==> config.mk <==
export PLATFORM = sky130hd
export DESIGN_NAME = dcc_decoder
export DESIGN_NICKNAME = d
export VERILOG_FILES = /design/src/rtl/dcc_pkg.sv /design/src/rtl/dcc_half_meter.sv /design/src/rtl/dcc_decoder.sv
export SDC_FILE = /design/constraint.sdc
export NUM_CORES = 1
export LEC_CHECK = 0
export CAP_MARGIN = 20
export CORE_MARGIN = 1.5
export CORE_UTILIZATION = 30
export DETAILED_ROUTE_END_ITERATION = 16
export SYNTH_ARGS = -nofsm -noshare
export SYNTH_HDL_FRONTEND = slang
export SYNTH_SLANG_ARGS = --single-unit
==> constraint.sdc <==
create_clock -name clk -period 3.55 [get_ports clk]
set_input_delay 0.8875 -clock clk [delete_from_list [all_inputs] [get_ports clk]]
set_output_delay 0.8875 -clock clk [all_outputs]
set_load 0.05 [all_outputs]
==> src/rtl/dcc_pkg.sv <==
// Shared DCC definitions: half-bit classes, decoder states and the nominal
// timing constants that both the track encoder and the decoder build from.
package dcc_pkg;

   typedef enum logic [1:0] {HC_ONE, HC_ZERO, HC_BAD} half_class_t;
   typedef enum logic [1:0] {HUNT, DATA, SEP, HOLD} dec_state_t;

   // Nominal half-bit widths in clk cycles at 1 MHz.
   localparam int DCC_HALF_ONE_US   = 58;
   localparam int DCC_HALF_ZERO_US  = 100;

   localparam int DCC_HALF_ONE_MIN  = 52;
   localparam int DCC_HALF_ONE_MAX  = 64;
   localparam int DCC_HALF_ZERO_MIN = 90;
   localparam int DCC_HALF_ZERO_MAX = 10000;
   localparam int DCC_PREAMBLE_MIN  = 10;
   localparam int DCC_MAX_BYTES     = 6;

   function automatic logic [15:0] sat_inc16(input logic [15:0] v, input logic en);
      return (en && v != 16'hFFFF) ? v + 16'd1 : v;
   endfunction

endpackage

==> src/rtl/dcc_half_meter.sv <==
// Track input front end: 2-flop synchroniser, either-edge detect, 14-bit
// saturating width counter and ONE/ZERO/BAD classification of each half-bit.
module dcc_half_meter
   import dcc_pkg::*;
#(
   parameter int HALF_ONE_MIN  = DCC_HALF_ONE_MIN,
   parameter int HALF_ONE_MAX  = DCC_HALF_ONE_MAX,
   parameter int HALF_ZERO_MIN = DCC_HALF_ZERO_MIN,
   parameter int HALF_ZERO_MAX = DCC_HALF_ZERO_MAX
) (
   input  logic       clk,
   input  logic       reset_n,
   input  logic       track_in,
   output logic       half_strobe,
   output logic [1:0] half_class
);

   localparam logic [13:0] ONE_MIN  = 14'(HALF_ONE_MIN);
   localparam logic [13:0] ONE_MAX  = 14'(HALF_ONE_MAX);
   localparam logic [13:0] ZERO_MIN = 14'(HALF_ZERO_MIN);
   localparam logic [13:0] ZERO_MAX = 14'(HALF_ZERO_MAX);

   logic        sync0_q, sync0_d;
   logic        sync1_q, sync1_d;
   logic        prev_q, prev_d;
   logic        seen_q, seen_d;
   logic [13:0] cnt_q, cnt_d;
   logic        strobe_q, strobe_d;
   half_class_t class_q, class_d;
   logic        edge_det;

   assign edge_det = sync1_q ^ prev_q;

   always_comb begin
      // NOTE: every output of this block gets a default first so no path can infer a latch.
      sync0_d  = track_in;
      sync1_d  = sync0_q;
      prev_d   = sync1_q;
      seen_d   = seen_q;
      strobe_d = 1'b0;
      class_d  = class_q;
      cnt_d    = (cnt_q == 14'h3FFF) ? cnt_q : cnt_q + 14'd1;
      if (edge_det) begin
         // Restart at 1 so the count seen at the next edge equals the width in cycles.
         cnt_d  = 14'd1;
         seen_d = 1'b1;
         if (seen_q) begin
            strobe_d = 1'b1;
            if (cnt_q >= ONE_MIN && cnt_q <= ONE_MAX)
               class_d = HC_ONE;
            else if (cnt_q >= ZERO_MIN && cnt_q <= ZERO_MAX)
               class_d = HC_ZERO;
            else
               class_d = HC_BAD;
         end
      end
   end

   always_ff @(posedge clk or negedge reset_n) begin
      if (!reset_n) begin
         sync0_q  <= 1'b0;
         sync1_q  <= 1'b0;
         prev_q   <= 1'b0;
         seen_q   <= 1'b0;
         cnt_q    <= '0;
         strobe_q <= 1'b0;
         class_q  <= HC_BAD;
      end else begin
         // NOTE: non-blocking assignments so every flop samples pre-edge values.
         sync0_q  <= sync0_d;
         sync1_q  <= sync1_d;
         prev_q   <= prev_d;
         seen_q   <= seen_d;
         cnt_q    <= cnt_d;
         strobe_q <= strobe_d;
         class_q  <= class_d;
      end
   end

   assign half_strobe = strobe_q;
   assign half_class  = class_q;

endmodule

==> src/rtl/dcc_decoder.sv <==
// DCC receive decoder: pairs half-bits into bits, hunts the preamble, frames
// bytes, checks the XOR byte and presents packets on valid/ready.
// Define DCC_DECODER_STATS_EN to add the stat_good/stat_csum/stat_frame counters.
module dcc_decoder
   import dcc_pkg::*;
#(
   parameter int HALF_ONE_MIN  = DCC_HALF_ONE_MIN,
   parameter int HALF_ONE_MAX  = DCC_HALF_ONE_MAX,
   parameter int HALF_ZERO_MIN = DCC_HALF_ZERO_MIN,
   parameter int HALF_ZERO_MAX = DCC_HALF_ZERO_MAX,
   parameter int PREAMBLE_MIN  = DCC_PREAMBLE_MIN,
   parameter int MAX_BYTES     = DCC_MAX_BYTES
) (
   input  logic                   clk,
   input  logic                   reset_n,
   input  logic                   track_in,
   output logic                   pkt_valid,
   input  logic                   pkt_ready,
   output logic [8*MAX_BYTES-1:0] pkt_data,
   output logic [2:0]             pkt_len,
   output logic                   err_pulse
`ifdef DCC_DECODER_STATS_EN
   ,
   output logic [15:0]            stat_good,
   output logic [15:0]            stat_csum,
   output logic [15:0]            stat_frame
`endif
);

   localparam logic [2:0] MAXB    = 3'(MAX_BYTES);
   localparam logic [4:0] PRE_MIN = 5'(PREAMBLE_MIN);

   logic        half_strobe;
   logic [1:0]  half_class_raw;
   half_class_t hc;

   dcc_half_meter #(
      .HALF_ONE_MIN  (HALF_ONE_MIN),
      .HALF_ONE_MAX  (HALF_ONE_MAX),
      .HALF_ZERO_MIN (HALF_ZERO_MIN),
      .HALF_ZERO_MAX (HALF_ZERO_MAX)
   ) u_meter (
      .clk         (clk),
      .reset_n     (reset_n),
      .track_in    (track_in),
      .half_strobe (half_strobe),
      .half_class  (half_class_raw)
   );

   assign hc = half_class_t'(half_class_raw);

   dec_state_t             state_q, state_d;
   logic                   have_first_q, have_first_d;
   half_class_t            first_q, first_d;
   logic [4:0]             ones_q, ones_d;
   logic [2:0]             bit_cnt_q, bit_cnt_d;
   logic [2:0]             idx_q, idx_d;
   logic [7:0]             shift_q, shift_d;
   logic [7:0]             xor_q, xor_d;
   logic [8*MAX_BYTES-1:0] buf_q, buf_d;
   logic                   out_valid_q, out_valid_d;
   logic [8*MAX_BYTES-1:0] out_data_q, out_data_d;
   logic [2:0]             out_len_q, out_len_d;
   logic                   err_q, err_d;

   logic       bit_v, bit_val, bad_half;
   logic       pkt_done, frame_err, csum_err, load, drop;
   logic [2:0] idx_next;

   assign idx_next = idx_q + 3'd1;

   // Half pairing: a mismatched second half becomes the new first half.
   always_comb begin
      bit_v        = 1'b0;
      bit_val      = 1'b0;
      bad_half     = 1'b0;
      have_first_d = have_first_q;
      first_d      = first_q;
      if (half_strobe) begin
         if (hc == HC_BAD) begin
            bad_half     = 1'b1;
            have_first_d = 1'b0;
         end else if (!have_first_q) begin
            have_first_d = 1'b1;
            first_d      = hc;
         end else if (hc == first_q) begin
            bit_v        = 1'b1;
            bit_val      = (hc == HC_ONE);
            have_first_d = 1'b0;
         end else begin
            first_d = hc;
         end
      end
   end

   always_comb begin
      state_d   = state_q;
      ones_d    = ones_q;
      bit_cnt_d = bit_cnt_q;
      idx_d     = idx_q;
      shift_d   = shift_q;
      xor_d     = xor_q;
      buf_d     = buf_q;
      pkt_done  = 1'b0;
      frame_err = 1'b0;
      csum_err  = 1'b0;
      if (bad_half) begin
         state_d   = HUNT;
         ones_d    = '0;
         frame_err = (state_q != HUNT);
      end else begin
         case (state_q)
            HUNT: if (bit_v) begin
               if (bit_val) begin
                  ones_d = (ones_q == 5'd31) ? ones_q : ones_q + 5'd1;
               end else if (ones_q >= PRE_MIN) begin
                  state_d   = DATA;
                  ones_d    = '0;
                  idx_d     = '0;
                  bit_cnt_d = '0;
                  xor_d     = '0;
                  buf_d     = '0;
               end else begin
                  ones_d = '0;
               end
            end
            DATA: if (bit_v) begin
               shift_d   = {shift_q[6:0], bit_val};
               bit_cnt_d = bit_cnt_q + 3'd1;
               if (bit_cnt_q == 3'd7)
                  state_d = SEP;
            end
            SEP: if (bit_v) begin
               for (int b = 0; b < MAX_BYTES; b++)
                  if (idx_q == 3'(b))
                     buf_d[b*8 +: 8] = shift_q;
               xor_d     = xor_q ^ shift_q;
               idx_d     = idx_next;
               bit_cnt_d = '0;
               if (!bit_val) begin
                  if (idx_next == MAXB) begin
                     frame_err = 1'b1;
                     state_d   = HUNT;
                     ones_d    = '0;
                  end else begin
                     state_d = DATA;
                  end
               end else begin
                  // The end bit doubles as the first preamble bit of the next packet.
                  ones_d = 5'd1;
                  if (idx_next >= 3'd3 && xor_d == 8'h00) begin
                     pkt_done = 1'b1;
                     state_d  = HOLD;
                  end else begin
                     csum_err = 1'b1;
                     state_d  = HUNT;
                  end
               end
            end
            HOLD:    state_d = HUNT;
            default: state_d = HUNT;
         endcase
      end
   end

   // Single-entry output register; a same-cycle transfer frees it for the new packet.
   always_comb begin
      out_valid_d = out_valid_q;
      out_data_d  = out_data_q;
      out_len_d   = out_len_q;
      load        = 1'b0;
      drop        = 1'b0;
      if (out_valid_q && pkt_ready)
         out_valid_d = 1'b0;
      if (pkt_done) begin
         if (!out_valid_q || pkt_ready) begin
            load        = 1'b1;
            out_valid_d = 1'b1;
            out_data_d  = buf_d;
            out_len_d   = idx_next;
         end else begin
            drop = 1'b1;
         end
      end
      err_d = frame_err | csum_err | drop;
   end

   always_ff @(posedge clk or negedge reset_n) begin
      if (!reset_n) begin
         state_q      <= HUNT;
         have_first_q <= 1'b0;
         first_q      <= HC_ONE;
         ones_q       <= '0;
         bit_cnt_q    <= '0;
         idx_q        <= '0;
         shift_q      <= '0;
         xor_q        <= '0;
         // NOTE: the byte buffer is reset too, so unused bytes of pkt_data always read zero.
         buf_q        <= '0;
         out_valid_q  <= 1'b0;
         out_data_q   <= '0;
         out_len_q    <= '0;
         err_q        <= 1'b0;
      end else begin
         state_q      <= state_d;
         have_first_q <= have_first_d;
         first_q      <= first_d;
         ones_q       <= ones_d;
         bit_cnt_q    <= bit_cnt_d;
         idx_q        <= idx_d;
         shift_q      <= shift_d;
         xor_q        <= xor_d;
         buf_q        <= buf_d;
         out_valid_q  <= out_valid_d;
         out_data_q   <= out_data_d;
         out_len_q    <= out_len_d;
         err_q        <= err_d;
      end
   end

   assign pkt_valid = out_valid_q;
   assign pkt_data  = out_data_q;
   assign pkt_len   = out_len_q;
   assign err_pulse = err_q;

`ifdef DCC_DECODER_STATS_EN
   logic [15:0] good_q, good_d;
   logic [15:0] csum_cnt_q, csum_cnt_d;
   logic [15:0] frame_q, frame_d;

   always_comb begin
      good_d     = sat_inc16(good_q, load);
      csum_cnt_d = sat_inc16(csum_cnt_q, csum_err);
      frame_d    = sat_inc16(frame_q, frame_err | drop);
   end

   always_ff @(posedge clk or negedge reset_n) begin
      if (!reset_n) begin
         good_q     <= '0;
         csum_cnt_q <= '0;
         frame_q    <= '0;
      end else begin
         good_q     <= good_d;
         csum_cnt_q <= csum_cnt_d;
         frame_q    <= frame_d;
      end
   end

   assign stat_good  = good_q;
   assign stat_csum  = csum_cnt_q;
   assign stat_frame = frame_q;
`endif

endmodule

==> report_table.html, run 1 <==
<table>
<tr><th>Metric</th><th>Value</th></tr>
<tr><th colspan="2">Critical path</th></tr>
<tr><td>Delay of the slowest cell on the worst path</td><td>between 600 and 700 ps</td></tr>
<tr><td>Reg-to-reg startpoint</td><td>ones_q[0]$_DFFE_PN0P_</td></tr>
<tr><td>Endpoint class of the critical path</td><td>register</td></tr>
<tr><td>Master of the slowest instance on the critical path</td><td>a22oi_1</td></tr>
<tr><td>Crit Path Class</td><td>reg2reg</td></tr>
<tr><td>Critical Path, Cell by Cell</td><td>inv_1 -&gt; ha_1 -&gt; o31ai_1 -&gt; a211oi_2 -&gt; a22oi_1 -&gt; o21ai_0 -&gt; a21oi_1</td></tr>
<tr><td>Largest fanout on the critical path</td><td>8</td></tr>
<tr><td>CP Buf/Inv Count</td><td>1</td></tr>
<tr><td>R2r worst-path depth</td><td>7</td></tr>
<tr><td>Critical path startpoint</td><td>ones_q[0]$_DFFE_PN0P_</td></tr>
<tr><td>Required time reported for the critical path endpoint</td><td>roughly 3900 ps</td></tr>
<tr><td>Worst path top cell family by delay</td><td>compound AO/OA/AOI/OAI gates</td></tr>
<tr><td>Depth of the critical timing path with buffers and inverters included</td><td>7</td></tr>
<tr><td>WP data arrival</td><td>3070 ps</td></tr>
<tr><td>Critical Path Start Type</td><td>register</td></tr>
<tr><th colspan="2">Clock network</th></tr>
<tr><td>Clock sink count</td><td>~150</td></tr>
<tr><td>Master cell of the clock root buffer</td><td>clkbuf_16</td></tr>
<tr><td># H-tree levels</td><td>4</td></tr>
<tr><td>Quantity of gates resized following cts</td><td>0</td></tr>
<tr><td>TritonCTS clock tree</td><td>done</td></tr>
<tr><td>Clock slew at reported path FFs</td><td>around 60 ps</td></tr>
<tr><td>CTS Hold Bufs</td><td>0</td></tr>
<tr><td>Number of buffers created by CTS</td><td>17</td></tr>
<tr><td>Number of buffers between clock root and the deepest sink</td><td>2</td></tr>
<tr><td>Insertion delay to the later sink of the worst-skew pair</td><td>430 ps</td></tr>
<tr><td>Buffer count from post-CTS setup fixing</td><td>0</td></tr>
<tr><th colspan="2">Final layout</th></tr>
<tr><td>Post-route non-filler standard cell count</td><td>~1100</td></tr>
<tr><td>Total number of nets in the final design</td><td>about 760</td></tr>
<tr><td>Layout cells sized above 1</td><td>between 10 and 15%</td></tr>
<tr><td>Antenna cell count</td><td>0</td></tr>
<tr><td>Area Overhead vs Synth</td><td>21.1%</td></tr>
<tr><th colspan="2">Yosys</th></tr>
<tr><td>Distinct cells, synth</td><td>62</td></tr>
<tr><td>Syn Inst Count</td><td>a little over 700</td></tr>
<tr><td>Count of flip-flops with a built-in enable after synthesis</td><td>0</td></tr>
<tr><td>Part of the Yosys area used for sequential elements</td><td>52.9%</td></tr>
<tr><td>Synth Area in XOR/XNOR</td><td>about 2.2%</td></tr>
<tr><td>Cells taking the most area after synthesis</td><td>dfrtp_1, mux2_2, o21ai_0, nand2_1, nor2_1</td></tr>
<tr><td>Post-synthesis simple-gate area fraction</td><td>17.6%</td></tr>
<tr><td>Fraction of the mapped netlist area in compound gates</td><td>15.0%</td></tr>
<tr><td>Main combinational cell family by area after synthesis</td><td>simple AND/OR/NAND/NOR gates</td></tr>
<tr><td>Multiplexer fraction of the synthesized cell area</td><td>under 10%</td></tr>
<tr><td>Synthesis Warnings</td><td>0</td></tr>
<tr><td>Top cell type by total area after synthesis</td><td>dfrtp_1</td></tr>
<tr><td>Main flop type after synthesis</td><td>dfrtp_1</td></tr>
<tr><td>Cell area after synthesis</td><td>~7300 um2</td></tr>
<tr><td>Area fraction of the dominant cell type after synthesis</td><td>52.6%</td></tr>
<tr><td>Adder-cell area share of the yosys netlist</td><td>2.06%</td></tr>
<tr><td>Syn nets</td><td>720</td></tr>
<tr><td>Seq cells post-synth</td><td>between 150 and 200</td></tr>
<tr><td>Count leader, synth</td><td>dfrtp_1</td></tr>
<tr><td>Synth top cells by count</td><td>dfrtp_1, nand2_1, o21ai_0</td></tr>
<tr><td>Avg Cell Area, Syn</td><td>approximately 10 um2</td></tr>
<tr><td>Share of synthesized registers carrying an async set or reset</td><td>100%</td></tr>
<tr><th colspan="2">Route</th></tr>
<tr><td>Average wire length per cell after detail routing</td><td>around 16 um</td></tr>
<tr><td>Final wirelength</td><td>around 17000 um</td></tr>
<tr><td>Violation count after the first detailed-routing iteration</td><td>approximately 330</td></tr>
<tr><td>First-pass detailed-route iteration total</td><td>5</td></tr>
<tr><td>Vias per Instance</td><td>roughly 5.1</td></tr>
<tr><td>DRC violation count after routing</td><td>0</td></tr>
<tr><td>Total vias in the final route</td><td>around 5500</td></tr>
<tr><td>Final ANT Viol Nets</td><td>0</td></tr>
<tr><th colspan="2">Placed design</th></tr>
<tr><td>Routability cong.</td><td>0.806</td></tr>
<tr><td>Post-detailed-placement half-perimeter wirelength</td><td>11200 um</td></tr>
<tr><td>Dpl cells</td><td>about 1000</td></tr>
<tr><td>Number of buffers inserted by port buffering</td><td>56</td></tr>
<tr><th colspan="2">STA</th></tr>
<tr><td>Part of the cycle the worst path needs</td><td>between 70 and 80%</td></tr>
<tr><td>FMAX</td><td>369 MHz</td></tr>
<tr><td>Time the final worst path needs with I/O delays and setup</td><td>between 2000 and 3000 ps</td></tr>
<tr><td>Post-Route Hold Slack</td><td>353 ps</td></tr>
<tr><td>Worst slew margin relative to its limit</td><td>around 29%</td></tr>
<tr><td>RSZ-0062 raised after global routing</td><td>false</td></tr>
<tr><td>Number of setup violations in the final report</td><td>0</td></tr>
<tr><td>Slew at the pin closest to its max-slew limit</td><td>~1100 ps</td></tr>
<tr><td>Number of failing hold endpoints at the final stage</td><td>0</td></tr>
<tr><td>Final total negative setup slack</td><td>0 ps</td></tr>
<tr><td>Number of pins exceeding their max-slew limit in the final report</td><td>0</td></tr>
<tr><td>Clk_skew</td><td>between 9 and 10 ps</td></tr>
<tr><th colspan="2">Die</th></tr>
<tr><td>Num ports</td><td>57</td></tr>
<tr><td>Horizontal die dimension</td><td>approximately 160 um</td></tr>
<tr><td>Initial core utilization</td><td>30.8%</td></tr>
<tr><td>Total die area</td><td>approximately 25000 um2</td></tr>
<tr><td>Standard cell core area</td><td>23600 um2</td></tr>
<tr><td>Cell Rows</td><td>between 50 and 60</td></tr>
<tr><td>Vertical die dimension</td><td>~160 um</td></tr>
<tr><th colspan="2">Hold path</th></tr>
<tr><td>WHS Path Cells</td><td>0</td></tr>
<tr><td>Worst hold path class</td><td>reg2reg</td></tr>
<tr><td>Worst hold start</td><td>u_meter.sync0_q$_DFF_PN0_</td></tr>
<tr><th colspan="2">Power and ir drop</th></tr>
<tr><td>Clock network fraction of total power</td><td>between 50% and 60%</td></tr>
<tr><td>Sw Ratio</td><td>~22%</td></tr>
<tr><td>Peak supply drop</td><td>approximately 330 uV</td></tr>
<tr><td>Psw</td><td>roughly 0.00088 W</td></tr>
<tr><td>Post-route total power</td><td>between 0.004 and 0.005 W</td></tr>
<tr><td>Int Pwr</td><td>0.00318 W</td></tr>
<tr><td>Leakage dissipation</td><td>just under 4 nW</td></tr>
<tr><td>Logic pwr share</td><td>roughly 4.2%</td></tr>
<tr><td>Pwr Density</td><td>about 460 nW/um2</td></tr>
<tr><td>Share of power burned in registers</td><td>between 40% and 50%</td></tr>
<tr><th colspan="2">Global routing</th></tr>
<tr><td>Pin count of the biggest net entering global routing</td><td>76</td></tr>
<tr><td>Sum of overflow across all layers after global routing</td><td>0</td></tr>
<tr><td>First-pass GRT wire length</td><td>~29000 um</td></tr>
<tr><td>Overall routing resource usage</td><td>14.1%</td></tr>
<tr><td>Via count of the first global-routing pass</td><td>roughly 5400</td></tr>
<tr><td>Number of antenna violations at the first check in global routing</td><td>0</td></tr>
<tr><th colspan="2">Job</th></tr>
<tr><td>Number of maximum-capacitance constraint violations</td><td>0</td></tr>
<tr><th colspan="2">Status</th></tr>
<tr><td>Status</td><td>finished, final reports clean</td></tr>
</table>
## cells by family after synthesis
kind of cell / count (synthesis)
adder cells (fa/ha/maj): 12
buffers and inverters: 55
flip-flops: 154
AO/OA/AOI/OAI: 168
XOR/XNOR: 18
AND/OR/NAND/NOR: 253
multiplexers: 44
## state kept, by name, summed over array words and instances (netlist names), 2 cells and up
| register | count |
|---|---|
| buf_q | 48 |
| pkt_data | 48 |
| u_meter.cnt_q | 14 |
| shift_q | 8 |
| xor_q | 8 |
| ones_q | 5 |
| bit_cnt_q | 3 |
| idx_q | 3 |
| pkt_len | 3 |
| first_q | 2 |
| state_q | 2 |
| u_meter.half_class | 2 |
## cell usage in the layout, fill, tap and decap left out, types with 13 or more instances in the layout
| cell | instances |
|---|---|
| nor3_1 | 22 |
| nand3_1 | 29 |
| nand2b_1 | 19 |
| xnor2_1 | 15 |
| dfrtp_1 | 153 |
| inv_1 | 13 |
| o21ai_0 | 59 |
| mux2_2 | 30 |
| nand2_1 | 63 |
| nor2_1 | 54 |
| nor2b_1 | 17 |
| a31oi_1 | 15 |
| clkbuf_16 | 17 |
| clkdlybuf4s50_1 | 55 |
| a21oi_1 | 27 |
## final timing paths
| kind | end | slack (ps) |
|---|---|---|
| worst max-delay path | pkt_data[23]$_DFFE_PN0P_ | 840 |
| worst min-delay path | u_meter.prev_d$_DFF_PN0_ | 350 |
| worst max register to register | pkt_data[23]$_DFFE_PN0P_ | 840 |
| worst min register to register | u_meter.prev_d$_DFF_PN0_ | 350 |
| max in group asynchronous | pkt_data[22]$_DFFE_PN0P_ | 2400 |
| min in group asynchronous | pkt_data[34]$_DFFE_PN0P_ | 400 |
## final cells by class
| class | count | area, um2 |
|---|---|---|
| multi-input cells | 495 | 3180 |
| clock buffers | 20 | 457 |
| flip-flops and latches | 154 | 3850 |
| clock inverters | 11 | 218 |
| repair buffers | 66 | 662 |
| well taps | 319 | 399 |
| fillers | 2371 | 14800 |
| inverters | 14 | 52.6 |
## metrics by stage
| step | utilization, % | setup slack, ps | area, um2 |
|---|---|---|---|
| 2_1_floorplan | - | 1240 | 7280 |
| 3_3_place_gp | 34.5 | 811 | 8150 |
| 3_5_place_dp | 34.5 | 783 | 8150 |
| 4_1_cts | 37.4 | 869 | 8820 |
| 5_1_grt | 37.4 | 635 | 8820 |
| 6_report | 37.4 | 837 | 8820 |
## per-layer routing
layer	global-route usage, %	part of all wire, %
met1	19.5	48
met2	21.7	45
met3	2.87	5.0
met4	4.98	1.5
met5	0	0
## power by group through the flow
stage	Sequential [W]	Combinational (W)	Clock, W
floorplan	0.00182	0.000121	0
global placement	0.00184	0.000173	0
detailed placement	0.00184	0.000174	0
CTS	0.00181	0.000175	0.00213
global route	0.00182	0.000197	0.00220
finish	0.00181	0.000171	0.00208
Note: power is estimated with default switching activity, not from simulation.
==> run 2: changes to the inputs <==
Clock period 3.55 ns to 2.2 ns, I/O delays scaled along.
==> run 2 against run 1 <==
The flow now finishes with violations (negative setup slack); register-to-register slack got worse by 910 ps; die area did not move; sequential power rose by 61%; global-route usage rose by 0.57 points; sequential share of layout area fell by 3.3 points; cell count rose by 6.2%; worst hold slack got worse by 310 ps.
==> report_table.html, run 2 (synthesis results as in run 1) <==
<table>
<tr><th>Metric</th><th>Value</th></tr>
<tr><th colspan="2">Status</th></tr>
<tr><td>Status</td><td>finished, violations left</td></tr>
<tr><td>Violations in the final reports</td><td>negative setup slack</td></tr>
<tr><th colspan="2">Global routing</th></tr>
<tr><td>Number of antenna violations at the first check in global routing</td><td>0 (unchanged)</td></tr>
<tr><td>Via count of the first global-routing pass</td><td>5631 (+3.7%)</td></tr>
<tr><td>Pin count of the biggest net entering global routing</td><td>47 (-38%)</td></tr>
<tr><td>First-pass GRT wire length</td><td>29700 um (+3.4%)</td></tr>
<tr><td>Sum of overflow across all layers after global routing</td><td>0 (unchanged)</td></tr>
<tr><td>Overall routing resource usage</td><td>14.6% (+0.57 points)</td></tr>
<tr><th colspan="2">Final layout</th></tr>
<tr><td>Number of fill cells</td><td>2321 (-2.1%)</td></tr>
<tr><td>Area Overhead vs Synth</td><td>31.0%</td></tr>
<tr><td>Combined flip-flop and latch cell area</td><td>3860 um2 (about the same)</td></tr>
<tr><td>Antenna cell count</td><td>0 (unchanged)</td></tr>
<tr><td>Commonest non-fill, non-tap cell in the layout</td><td>dfrtp_1</td></tr>
<tr><td>Most frequent cells in the layout</td><td>dfrtp_1, nand2_1, buf_4</td></tr>
<tr><td>Area taken by multi-input logic gates</td><td>3310 um2 (+4.3%)</td></tr>
<tr><td>Post-route non-filler standard cell count</td><td>1146 (+6.2%)</td></tr>
<tr><td>Layout cells sized above 1</td><td>20.8% (+9.7 points)</td></tr>
<tr><td>Total number of nets in the final design</td><td>830 (+8.6%)</td></tr>
<tr><th colspan="2">STA</th></tr>
<tr><td>FMAX</td><td>439 MHz (+19%)</td></tr>
<tr><td>Number of failing hold endpoints at the final stage</td><td>0 (unchanged)</td></tr>
<tr><td>Clk_skew</td><td>9.13 ps (-0.778 ps)</td></tr>
<tr><td>Part of the cycle the worst path needs</td><td>103% (+27 points)</td></tr>
<tr><td>Post-Route Hold Slack</td><td>47.1 ps (-306 ps)</td></tr>
<tr><td>Time the final worst path needs with I/O delays and setup</td><td>2280 ps (-437 ps)</td></tr>
<tr><td>Number of setup violations in the final report</td><td>32 (+32)</td></tr>
<tr><td>RSZ-0062 raised after global routing</td><td>true</td></tr>
<tr><td>Worst slew margin relative to its limit</td><td>58.5% (+30 points)</td></tr>
<tr><td>Slew at the pin closest to its max-slew limit</td><td>617 ps (-439 ps)</td></tr>
<tr><td>Number of pins exceeding their max-slew limit in the final report</td><td>0 (unchanged)</td></tr>
<tr><td>Setup slack after layout</td><td>-76.2 ps (-913 ps)</td></tr>
<tr><th colspan="2">Placed design</th></tr>
<tr><td>Post-detailed-placement half-perimeter wirelength</td><td>12200 um (+9.6%)</td></tr>
<tr><td>Routability cong.</td><td>0.804 (-0.35%)</td></tr>
<tr><td>DP Worst Slack</td><td>-252 ps (-1040 ps)</td></tr>
<tr><td>Dpl cells</td><td>1098 (+4.8%)</td></tr>
<tr><td>Number of buffers inserted by port buffering</td><td>56 (unchanged)</td></tr>
<tr><th colspan="2">Critical path</th></tr>
<tr><td>WP data arrival</td><td>2580 ps (-490 ps)</td></tr>
<tr><td>Critical Path Start Type</td><td>register</td></tr>
<tr><td>Delay of the slowest cell on the worst path</td><td>420 ps (-260 ps)</td></tr>
<tr><td>Master of the slowest instance on the critical path</td><td>dfrtp_1</td></tr>
<tr><td>Critical Path, Cell by Cell</td><td>inv_2 -&gt; ha_4 -&gt; nor2b_4 -&gt; o2111ai_4 -&gt; nor4_4 -&gt; buf_6 -&gt; clkbuf_16 -&gt; mux2_2</td></tr>
<tr><td>Crit Path Class</td><td>reg2reg</td></tr>
<tr><td>Endpoint class of the critical path</td><td>register</td></tr>
<tr><td>CP Buf/Inv Count</td><td>3 (+2)</td></tr>
<tr><td>Worst path top cell family by delay</td><td>simple AND/OR/NAND/NOR gates</td></tr>
<tr><td>Largest fanout on the critical path</td><td>5 (-3)</td></tr>
<tr><td>Required time reported for the critical path endpoint</td><td>2510 ps (-1400 ps)</td></tr>
<tr><th colspan="2">Power and ir drop</th></tr>
<tr><td>Post-route total power</td><td>0.00611 W (+50%)</td></tr>
<tr><td>Peak supply drop</td><td>401 uV (+22%)</td></tr>
<tr><td>Clock network fraction of total power</td><td>46.4% (-4.8 points)</td></tr>
<tr><td>Share of power burned in registers</td><td>47.7% (+3.1 points)</td></tr>
<tr><td>Psw</td><td>0.00148 W (+68%)</td></tr>
<tr><td>Pwr Density</td><td>640 nW/um2 (+39%)</td></tr>
<tr><td>Logic pwr share</td><td>5.9% (+1.7 points)</td></tr>
<tr><td>Leakage dissipation</td><td>4.33 nW (+10%)</td></tr>
<tr><td>Int Pwr</td><td>0.00463 W (+45%)</td></tr>
<tr><td>Sw Ratio</td><td>24.2% (+2.6 points)</td></tr>
<tr><th colspan="2">Die</th></tr>
<tr><td>Vertical die dimension</td><td>159 um (unchanged)</td></tr>
<tr><td>Cell Rows</td><td>56 (unchanged)</td></tr>
<tr><td>Initial core utilization</td><td>30.8% (unchanged)</td></tr>
<tr><td>Num ports</td><td>57 (unchanged)</td></tr>
<tr><td>Standard cell core area</td><td>23600 um2 (unchanged)</td></tr>
<tr><td>Horizontal die dimension</td><td>159 um (unchanged)</td></tr>
<tr><td>Total die area</td><td>25200 um2 (unchanged)</td></tr>
<tr><th colspan="2">Clock network</th></tr>
<tr><td>Number of buffers between clock root and the deepest sink</td><td>2 (unchanged)</td></tr>
<tr><td>Master cell of the clock root buffer</td><td>clkbuf_16</td></tr>
<tr><td>Clock sink count</td><td>154 (unchanged)</td></tr>
<tr><td># H-tree levels</td><td>4 (unchanged)</td></tr>
<tr><td>Number of buffers created by CTS</td><td>17 (unchanged)</td></tr>
<tr><td>Insertion delay to the later sink of the worst-skew pair</td><td>420 ps (about the same)</td></tr>
<tr><td>Clock slew at reported path FFs</td><td>60 ps (about the same)</td></tr>
<tr><td>TritonCTS clock tree</td><td>done</td></tr>
<tr><th colspan="2">Hold path</th></tr>
<tr><td>Worst hold path class</td><td>in2async</td></tr>
<tr><th colspan="2">Job</th></tr>
<tr><td>Number of maximum-capacitance constraint violations</td><td>0 (unchanged)</td></tr>
<tr><th colspan="2">Route</th></tr>
<tr><td>Violation count after the first detailed-routing iteration</td><td>411 (+24%)</td></tr>
<tr><td>Final ANT Viol Nets</td><td>0 (unchanged)</td></tr>
<tr><td>Vias per Instance</td><td>5.04 (-0.34%)</td></tr>
<tr><td>First-pass detailed-route iteration total</td><td>5 (unchanged)</td></tr>
<tr><td>Final wirelength</td><td>18600 um (+9.5%)</td></tr>
<tr><td>Average wire length per cell after detail routing</td><td>16.2 um (+3.1%)</td></tr>
<tr><td>Total vias in the final route</td><td>5774 (+5.8%)</td></tr>
<tr><td>DRC violation count after routing</td><td>0 (unchanged)</td></tr>
</table>
## run 2: changes by cell type in the layout (fill, tap and decap cells not counted), sizes merged
cell           previous run  this run
buf                      11        72
bufinv                    6         1
clkdlybuf4s50            55        51
dlymetal6s2s              0         4
clkbuf                   20        23
inv                      13        16
clkinv                    4         6
clkinvlp                  2         4
bufbuf                    0         1
## run 2: power by group through the flow
| stage | combinational, W | sequential, W | clock (W) |
|---|---|---|---|
| CTS | 0.000356 | 0.00291 | 0.00290 |
| global route | 0.000404 | 0.00292 | 0.00301 |
| floorplan | 0.000195 | 0.00294 | 0 |
| detailed placement | 0.000340 | 0.00296 | 0 |
| global placement | 0.000336 | 0.00296 | 0 |
| finish | 0.000360 | 0.00291 | 0.00284 |
## run 2: area by class of cell
cell class,instances,share of cell area (%)
Sequential cell,154,40.4
Timing Repair Buffer,132,14.1
Clock inverter,13,1.23
Clock buffer,19,4.75
Inverter,14,0.551
Multi-Input combinational cell,495,34.7
Tap cell,319,4.18
## run 2: repair_timing
item / CTS / global route
pin swaps: 1 / 3
cloned: 1 / 7
resized for setup: 3 / 43
hold buffers: 0 / 0
endpoints found under the setup margin: 26 / 80
setup buffers: 0 / 8
## run 2: stage by stage
stage	instance area, um2	utilization (%)	TNS, ps
4_1_cts	9190	38.9	-44.1
3_5_place_dp	8570	36.3	-10090
3_3_place_gp	8570	36.3	-10100
2_1_floorplan	7280	-	0
6_report	9540	40.4	-1530
5_1_grt	9540	40.4	-3910
## run 2: routing by layer
layer	routed length, um	global-route usage (%)	vias to the layer above	part of all wire (%)
met5	0	0	-	0
met4	187	3.33	0	1.0
met3	895	3.87	16	4.8
met2	8710	22.5	135	47
met1	8820	20.5	2874	47
li1	-	-	2749	-
## run 2: final timing paths
path / start / end / slack (ps) / cells after the start
setup / recovery: idx_q[0]$_DFFE_PN0P_ / pkt_data[37]$_DFFE_PN0P_ / -80 / 8
hold / removal: reset_n / u_meter.cnt_q[1]$_DFFE_PN0P_ / 50 / 1
setup reg to reg: idx_q[0]$_DFFE_PN0P_ / pkt_data[37]$_DFFE_PN0P_ / -80 / 8
hold reg to reg: u_meter.sync0_q$_DFF_PN0_ / u_meter.prev_d$_DFF_PN0_ / 350 / 0
max in group asynchronous: reset_n / buf_q[18]$_DFF_PN0_ / 1480 / 2
min in group clk: u_meter.sync0_q$_DFF_PN0_ / u_meter.prev_d$_DFF_PN0_ / 350 / 0
